--- config.mk ---
export PLATFORM = sky130hd
export DESIGN_NAME = tff_updown_counter
export DESIGN_NICKNAME = d
export VERILOG_FILES = /design/src/rtl/tff_cnt_pkg.sv /design/src/rtl/tff_cell.sv /design/src/rtl/tff_updown_counter.sv
export SDC_FILE = /design/constraint.sdc
export NUM_CORES = 1
export LEC_CHECK = 0
export BUFFER_PORTS_ARGS = -buffer_cell sky130_fd_sc_hd__buf_2
export CORE_UTILIZATION = 40
export CTS_BUF_LIST = sky130_fd_sc_hd__clkbuf_4 sky130_fd_sc_hd__clkbuf_8
export CTS_CLUSTER_SIZE = 8
export DETAILED_ROUTE_END_ITERATION = 7
export PLACE_DENSITY = 0.74
export SETUP_SLACK_MARGIN = 0.1
export SKIP_CTS_REPAIR_TIMING = 1
export SLEW_MARGIN = 10
export SYNTH_ARGS = -nofsm -noshare
export SYNTH_HDL_FRONTEND = slang
export SYNTH_SLANG_ARGS = --single-unit
--- constraint.sdc ---
create_clock -name clk -period 3 [get_ports clk]
set_input_delay 0.3 -clock clk [delete_from_list [all_inputs] [get_ports clk]]
set_output_delay 0.3 -clock clk [all_outputs]
set_load 0.02 [all_outputs]
--- src/rtl/tff_cnt_pkg.sv ---
// tff_cnt_pkg: shared encodings and helpers for the T-flip-flop up/down counter.
//   MODE_WRAP / MODE_SAT : values of the 'sat' mode select input
//   DIR_DN / DIR_UP      : values of the 'up' direction input
//   all_ones(width)      : all-ones constant of the given width (counter MAX)
package tff_cnt_pkg;

  localparam logic MODE_WRAP = 1'b0;
  localparam logic MODE_SAT  = 1'b1;

  localparam logic DIR_DN = 1'b0;
  localparam logic DIR_UP = 1'b1;

  // Returns a value whose low 'width' bits are set; callers truncate to their width.
  function automatic logic [63:0] all_ones(input int unsigned width);
    logic [63:0] res;
    if (width >= 64) begin
      res = '1;
    end else begin
      res = (64'd1 << width) - 64'd1;
    end
    return res;
  endfunction

endpackage

--- src/rtl/tff_cell.sv ---
// tff_cell: one bit of the counter, a T flip-flop with synchronous clear and load.
// Priority on each rising edge: clr > ld > t.
//   clk : clock
//   clr : synchronous active-high clear
//   t   : toggle enable
//   ld  : parallel load strobe
//   d   : parallel load data
//   q   : registered bit value
module tff_cell (
  input  logic clk,
  input  logic clr,
  input  logic t,
  input  logic ld,
  input  logic d,
  output logic q
);

  logic q_q;
  logic q_d;

  always_comb begin
    q_d = q_q;
    if (clr) begin
      q_d = 1'b0;
    end else if (ld) begin
      q_d = d;
    end else if (t) begin
      q_d = ~q_q;
    end
  end

  always_ff @(posedge clk) begin
    q_q <= q_d;
  end

  assign q = q_q;

endmodule

--- src/rtl/tff_updown_counter.sv ---
// tff_updown_counter: WIDTH-bit synchronous up/down counter built from a chain of
// T flip-flop cells, with parallel load, wrap/saturate mode, a registered
// terminal-count pulse and a sticky overflow/underflow flag.
//   clk      : clock, all state changes on the rising edge
//   clr      : synchronous active-high clear, highest priority
//   en       : count enable
//   up       : direction, 1 = increment, 0 = decrement
//   load     : parallel load strobe (beats en)
//   load_val : value loaded when load = 1
//   sat      : mode select, 1 = saturate at the boundary, 0 = wrap
//   ovf_clr  : clears the sticky ovf flag (a boundary hit in the same cycle wins)
//   q        : counter value
//   tc       : one-cycle pulse for every boundary hit
//   ovf      : sticky boundary-hit flag
module tff_updown_counter
  import tff_cnt_pkg::*;
#(
  parameter int unsigned WIDTH   = 8,
  parameter logic        SAT_DEF = 1'b0
) (
  input  logic             clk,
  input  logic             clr,
  input  logic             en,
  input  logic             up,
  input  logic             load,
  input  logic [WIDTH-1:0] load_val,
  input  logic             sat,
  input  logic             ovf_clr,
  output logic [WIDTH-1:0] q,
  output logic             tc,
  output logic             ovf
);

  localparam logic [WIDTH-1:0] MAX = WIDTH'(all_ones(WIDTH));

  logic [WIDTH-1:0] q_cells;
  logic [WIDTH-1:0] t;
  logic [WIDTH-1:0] up_chain;
  logic [WIDTH-1:0] dn_chain;

  logic boundary;
  logic freeze;
  logic hit;

  logic tc_q, tc_d;
  logic ovf_q, ovf_d;
  logic mode_q;

  // Ripple-AND toggle chains: bit i toggles once every lower bit is 1 (up) or 0 (down).
  always_comb begin
    up_chain    = '0;
    dn_chain    = '0;
    up_chain[0] = 1'b1;
    dn_chain[0] = 1'b1;
    for (int i = 1; i < int'(WIDTH); i++) begin
      up_chain[i] = up_chain[i-1] & q_cells[i-1];
      dn_chain[i] = dn_chain[i-1] & ~q_cells[i-1];
    end
  end

  // Boundary for the direction sampled this cycle: MAX going up, zero going down.
  always_comb begin
    boundary = 1'b0;
    if (up == DIR_UP) begin
      boundary = (q_cells == MAX);
    end else begin
      boundary = (q_cells == '0);
    end
  end

  // In saturate mode a boundary attempt freezes every cell instead of wrapping.
  assign freeze = ~en | ((sat == MODE_SAT) & boundary);

  always_comb begin
    t = '0;
    if (!freeze) begin
      t = (up == DIR_UP) ? up_chain : dn_chain;
    end
  end

  // A boundary hit only counts when the count path actually owns this edge.
  assign hit = ~clr & ~load & en & boundary;

  for (genvar i = 0; i < int'(WIDTH); i++) begin : gen_cells
    tff_cell u_cell (
      .clk (clk),
      .clr (clr),
      .t   (t[i]),
      .ld  (load),
      .d   (load_val[i]),
      .q   (q_cells[i])
    );
  end

  always_comb begin
    tc_d  = hit;
    ovf_d = ovf_q;
    if (clr) begin
      ovf_d = 1'b0;
    end else if (hit) begin
      ovf_d = 1'b1;
    end else if (ovf_clr) begin
      ovf_d = 1'b0;
    end
  end

  always_ff @(posedge clk) begin
    if (clr) begin
      tc_q   <= 1'b0;
      ovf_q  <= 1'b0;
      mode_q <= SAT_DEF;
    end else begin
      tc_q   <= tc_d;
      ovf_q  <= ovf_d;
      mode_q <= sat;
    end
  end

  // Last sampled mode; sat acts on the edge it is sampled, so this latch only
  // tracks it and has no effect on the count path.
  logic unused_mode_q;
  assign unused_mode_q = mode_q;

  assign q   = q_cells;
  assign tc  = tc_q;
  assign ovf = ovf_q;

endmodule
# After elaboration in Yosys (flattened, before gate mapping)
# Index checks and enable logic that the tools add are counted.
dict set report op_classes {
  eq_ne 1
  reduce_logical 10
  n_mul 0
  div_mod_pow 0
  magnitude_cmp 0
  shift 0
  mux 21
  addsub 0
  n_bitwise 28
}
# op n
set ops {}
lappend ops {{$mux W1} 19}
lappend ops {{$reduce_bool A2 Y1} 9}
lappend ops {{$and A1 B1 Y1} 16}
lappend ops {{$mux W8} 2}
lappend ops {{$not A1 Y1} 11}
lappend ops {{$eq A8 B8 Y1 const B} 1}
lappend ops {{$logic_not A8 Y1} 1}
lappend ops {{$or A1 B1 Y1} 1}
dict set report word_totals {
  romBits 0
  n_memories 0
  ram_bits 0
  output_inout_bits 10
  input_bits 15
  regBits 10
  latchBits 0
}

# Logic depth before layout (Yosys ltp)
dict set report logic_depth {
  depth_word 11
  ltp_mapped 7
  depth_no_buf 5
}

# Hierarchy
# From an unflattened synthesis, not the netlist that was laid out.
dict set report unflattened {
  hier_cells 76
  hier_area_um2 654.4
}
# module n_inst cells_per_inst seq_area_each_um2 area_per_inst_um2
set modules_own_cells {}
lappend modules_own_cells {tff_cell 8 5 20.0 51.3}
lappend modules_own_cells {tff_updown_counter 1 36 40.0 244.0}

# Worst setup path after synthesis
# OpenSTA, ideal clock, no wires.
dict set report synth_timing {
  path_type {input to register}
  start {input up}
  end {register gen_cells[1].u_cell.q_q}
  setup_slack_ns 1.349
  arrival_ns 1.505
  n_path_buf 2
  stages 7
  setup_time_ns 0.146
  path_cell_list {buf_6 or3_1 o22ai_2 a31oi_4 buf_6 a211oi_1 a2111oi_2}
}
dict set report synth_via {
  elab_chain_cells 5
  word_cells_on_any_way 6
  cone_classes {mux: 3; bitwise: 2; reduce/logical: 1}
}
# element line_no
set synth_lines {}
lappend synth_lines {{start: declaration} tff_updown_counter.sv:24} ;# input logic up,
lappend synth_lines {{$mux W1} tff_updown_counter.sv:64} ;# if (up == DIR_UP) begin
lappend synth_lines {{$and A1 B1 Y1} tff_updown_counter.sv:72} ;# assign freeze = ~en | ((sat == MODE_SAT) & boundary);
lappend synth_lines {{$or A1 B1 Y1} tff_updown_counter.sv:72}
lappend synth_lines {{$mux W8 (*)} tff_updown_counter.sv:76} ;# if (!freeze) begin
lappend synth_lines {{$reduce_bool A2 Y1 (no line) (*)} n/a}
lappend synth_lines {{end signal: assignment} tff_cell.sv:33} ;# q_q <= q_d;
lappend synth_lines {{end: declaration} tff_cell.sv:18} ;# logic q_q;
# Mark *: on every way between the ends. The rest lies on a longest branch, timed or not.
# A chain may end at the register's enable or synchronous reset.

# Worst setup path in the final report
dict set report layout_timing {
  start {register gen_cells[0].u_cell.q_q}
  end {register gen_cells[2].u_cell.q_q}
}
dict set report layout_via {
  elab_chain_cells 6
  word_cells_on_any_way 11
  cone_classes {eq/ne: 1; mux: 3; bitwise: 5; reduce/logical: 2}
}
# element line_no
set layout_lines {}
lappend layout_lines {{start: declaration} tff_cell.sv:18}
lappend layout_lines {{start signal: assignment} tff_cell.sv:33}
lappend layout_lines {{$eq A8 B8 Y1 / $logic_not A8 Y1 (equally long branches)} {tff_updown_counter.sv:65, tff_updown_counter.sv:67}}
lappend layout_lines {{$mux W1} tff_updown_counter.sv:64}
lappend layout_lines {{$and A1 B1 Y1} tff_updown_counter.sv:72}
lappend layout_lines {{$or A1 B1 Y1} tff_updown_counter.sv:72}
lappend layout_lines {{$mux W8 (*)} tff_updown_counter.sv:76}
lappend layout_lines {{$reduce_bool A2 Y1 (no line) (*)} n/a}
lappend layout_lines {{end signal: assignment} tff_cell.sv:33}
lappend layout_lines {{end: declaration} tff_cell.sv:18}
# Marked as above.

==> impl_metrics.py <==
metrics = {
    "status": {
        "outcome": "completed",
    },
    "power_and_ir_drop": {
        "switching_share": 0.333,
        "pwr-share-seq": 0.458,
        "p_leak_nw": 0.380,
        "power_density_mw_per_mm2": 404,
        "vdd_ir_drop_max_uv": 203,
        "p_clk_frac": 0.280,
        "power.internal_mw": 0.227,
        "power_mw": 0.340,
        "power_frac_comb": 0.262,
        "p_sw_mw": 0.113,
    },
    "worst_setup_path": {
        "r2r_start": "gen_cells[0].u_cell.q",
        "critPathRequiredTime_ps": 3180,
        "worstSetupEndpointType": "flip-flop",
        "arrival_ps": 1940,
        "rr_endpoint": "gen_cells[2].u_cell.q",
        "cp.depth": 5,
        "startpoint": "gen_cells[0].u_cell.q",
        "r2r_cells": 5,
        "crit_family": "compound AO/OA/AOI/OAI gates",
        "critPathBufInv": 0,
        "critPathCapture": "gen_cells[2].u_cell.q",
        "worstPathMaxFanout": 11,
        "critPathSlowestCell": "dfxtp_1",
        "critPathKind": "reg -> reg",
        "cp-start-kind": "flip-flop",
        "max_stage_delay_ps": 480,
        "crit_chain": "nor4_2 > mux2_4 > a31oi_4 > a211oi_1 > a2111oi_2",
        "ff2ff_setup_slack_ps": 1240,
    },
    "sta": {
        "holdWs_ps": 267,
        "fin_tns_setup_ps": 0,
        "relSlewSlack": 0.710,
        "rsz0062_at_grt": "false",
        "skew_ps": 1.65,
        "tightest_slew_ps": 435,
        "max_freq_mhz": 567,
        "final_max_slew_viol_count": 0,
        "setup_violations": 0,
        "fin_crit_ps": 1760,
        "hold_viol": 0,
        "period_share": 0.588,
    },
    "floorplan": {
        "initial_utilization": 0.433,
        "coreArea_mm2": 0.00176,
        "num_rows": 15,
        "die_w_um": 45.7,
        "die_h_um": 45.7,
        "ios": 25,
        "die_area_mm2": 0.00209,
    },
    "synthesis": {
        "synth.lib_cells_used.distinct": 32,
        "synth_top_family_by_area": "compound AO/OA/AOI/OAI gates",
        "synth_area_leader_cell": "dfxtp_1",
        "synthArstFlopShare": 0,
        "yosys.area_share.simple": 0.220,
        "synth_compound_area_frac": 0.285,
        "synth_xor_area_frac": 0.0459,
        "syn_avg_cell_area_um2": 9.09,
        "synth_edf_count": 0,
        "synth_mux_area_frac": 0.0197,
        "ys_top_cells_by_area": "dfxtp_1 26%, a2111oi_2 9.8%, buf_4 7.9%",
        "yosys_warnings": 0,
        "synth_seq_area_share": 0.262,
        "synth_top_area_frac": 0.262,
        "syn_inst": 84,
        "ys.flop_type": "dfxtp_1",
        "syn_area_um2": 763,
        "synth-seq-cells": 10,
        "synthAdderAreaFrac": 0,
        "synth_nets": 99,
    },
    "clock_network": {
        "ctsHtreeMaxLevel": 1,
        "clkSlewWorstSetupHoldPaths_ps": 60,
        "root_buffer": "clkbuf_4",
        "cts_sinks": 10,
        "clk_latency_ps": 270,
        "cts_tree": "yes",
        "cts_buffer_depth": 2,
        "cts_made_buffers": 3,
    },
    "routing": {
        "via_count": 656,
        "drtIter0Drc": 2,
        "via_per_inst": 5.33,
        "drc": 0,
        "ant_nets": 0,
        "wirelength_um": 1520,
        "wire_per_inst_um": 12.3,
        "drt_first_pass_iters": 2,
    },
    "layout": {
        "multi_input_area_um2": 435,
        "mostFrequentLayoutCells": "24 x buf_2, 10 x dfxtp_1, 9 x inv_1",
        "antenna_cells": 0,
        "nFillCells": 195,
        "num-nets-final": 115,
        "drive_above_1_share": 0.388,
        "layout_commonest_cell": "buf_2",
        "area_growth_pct": 10.5,
        "regArea_um2": 200,
    },
    "job": {
        "maxCapViolCount": 0,
    },
    "place": {
        "portBuffers": 24,
        "gp_congestion": 0.712,
        "post-dp-hpwl_um": 1120,
    },
    "grt": {
        "first_global_vias": 616,
        "globalRouteOverflowTotal": 0,
        "grt_max_degree": 24,
        "track_usage": 0.173,
        "antenna_found_initial": 0,
        "grt_first_pass_wirelength_um": 2530,
    },
    "hold_path": {
        "hp-class": "in -> reg",
    },
}
## sequential cells by signal, summed over array words and instances (netlist names)
signal              flops
gen_cells.u_cell.q      8
ovf                     1
tc                      1
## cells in the mapped netlist (2+ instances only)
cell	count
and4b_1	5
buf_6	2
clkbuf_1	2
nand3_1	4
or3_1	2
nor2_1	2
o21a_1	2
o21ai_0	2
a2111oi_2	5
a21oi_1	3
inv_1	9
buf_4	8
dfxtp_1	10
nand2_1	3
xor2_1	3
nand2b_1	2
a211oi_1	5
## worst min path at each step
stage | from | slack (ps) | to | cells after the start
3_5_place_dp | ovf | 470 | ovf | 2
3_3_place_gp | ovf | 460 | ovf | 2
4_1_cts | load_val[7] | 270 | gen_cells[7].u_cell.q | 3
2_1_floorplan | load_val[7] | 440 | gen_cells[7].u_cell.q | 2
5_1_grt | load_val[4] | 290 | gen_cells[4].u_cell.q | 3
6_report | load_val[7] | 270 | gen_cells[7].u_cell.q | 3
## power by group through the flow
stage / Clock [mW] / Combinational [mW] / Sequential [mW]
finish: 0.0955 / 0.0891 / 0.156
global route: 0.104 / 0.0981 / 0.158
CTS: 0.0965 / 0.0902 / 0.156
detailed placement: 0 / 0.0896 / 0.159
global placement: 0 / 0.0869 / 0.158
floorplan: 0 / 0.0792 / 0.156
## worst register-to-register path: stages (launching register included)
cell and delay [ps]:
dfxtp_1 480, nor4_2 110, mux2_4 320, a31oi_4 320
a211oi_1 160, a2111oi_2 280
## through the flow
step / std cells / utilization / area [µm²] / setup WS, ps
CTS: 123 / 0.478 / 843 / 1230
global placement: 120 / 0.465 / 821 / 1220
detailed placement: 120 / 0.465 / 821 / 1170
floorplan: 84 / - / 763 / 1350
global route: 123 / 0.478 / 843 / 1080
finish: 123 / 0.478 / 843 / 1240
## cell families (layout without fill, tap and decap cells)
group | Yosys count | count (layout)
XOR/XNOR | 4 | 4
AO/OA/AOI/OAI | 23 | 23
buffers and inverters | 22 | 36
multiplexers | 1 | 1
AND/OR/NAND/NOR | 24 | 24
flip-flops | 10 | 10
## area by class of cell
class	count	share of cell area
Multi-Input combinational cell	52	0.516
Clock buffer	3	0.0267
Timing Repair Buffer	24	0.142
Tap cell	25	0.0371
Sequential cell	10	0.237
Inverter	9	0.0401
## metal layers
metal,vias to the layer above,share of wire,GRT usage
li1,337,-,-
met1,298,0.46,0.188
met2,19,0.48,0.309
met3,2,0.059,0.0714
met4,0,0.0053,0.0364
met5,-,0,0
Note: power is estimated with default switching activity, not from simulation.
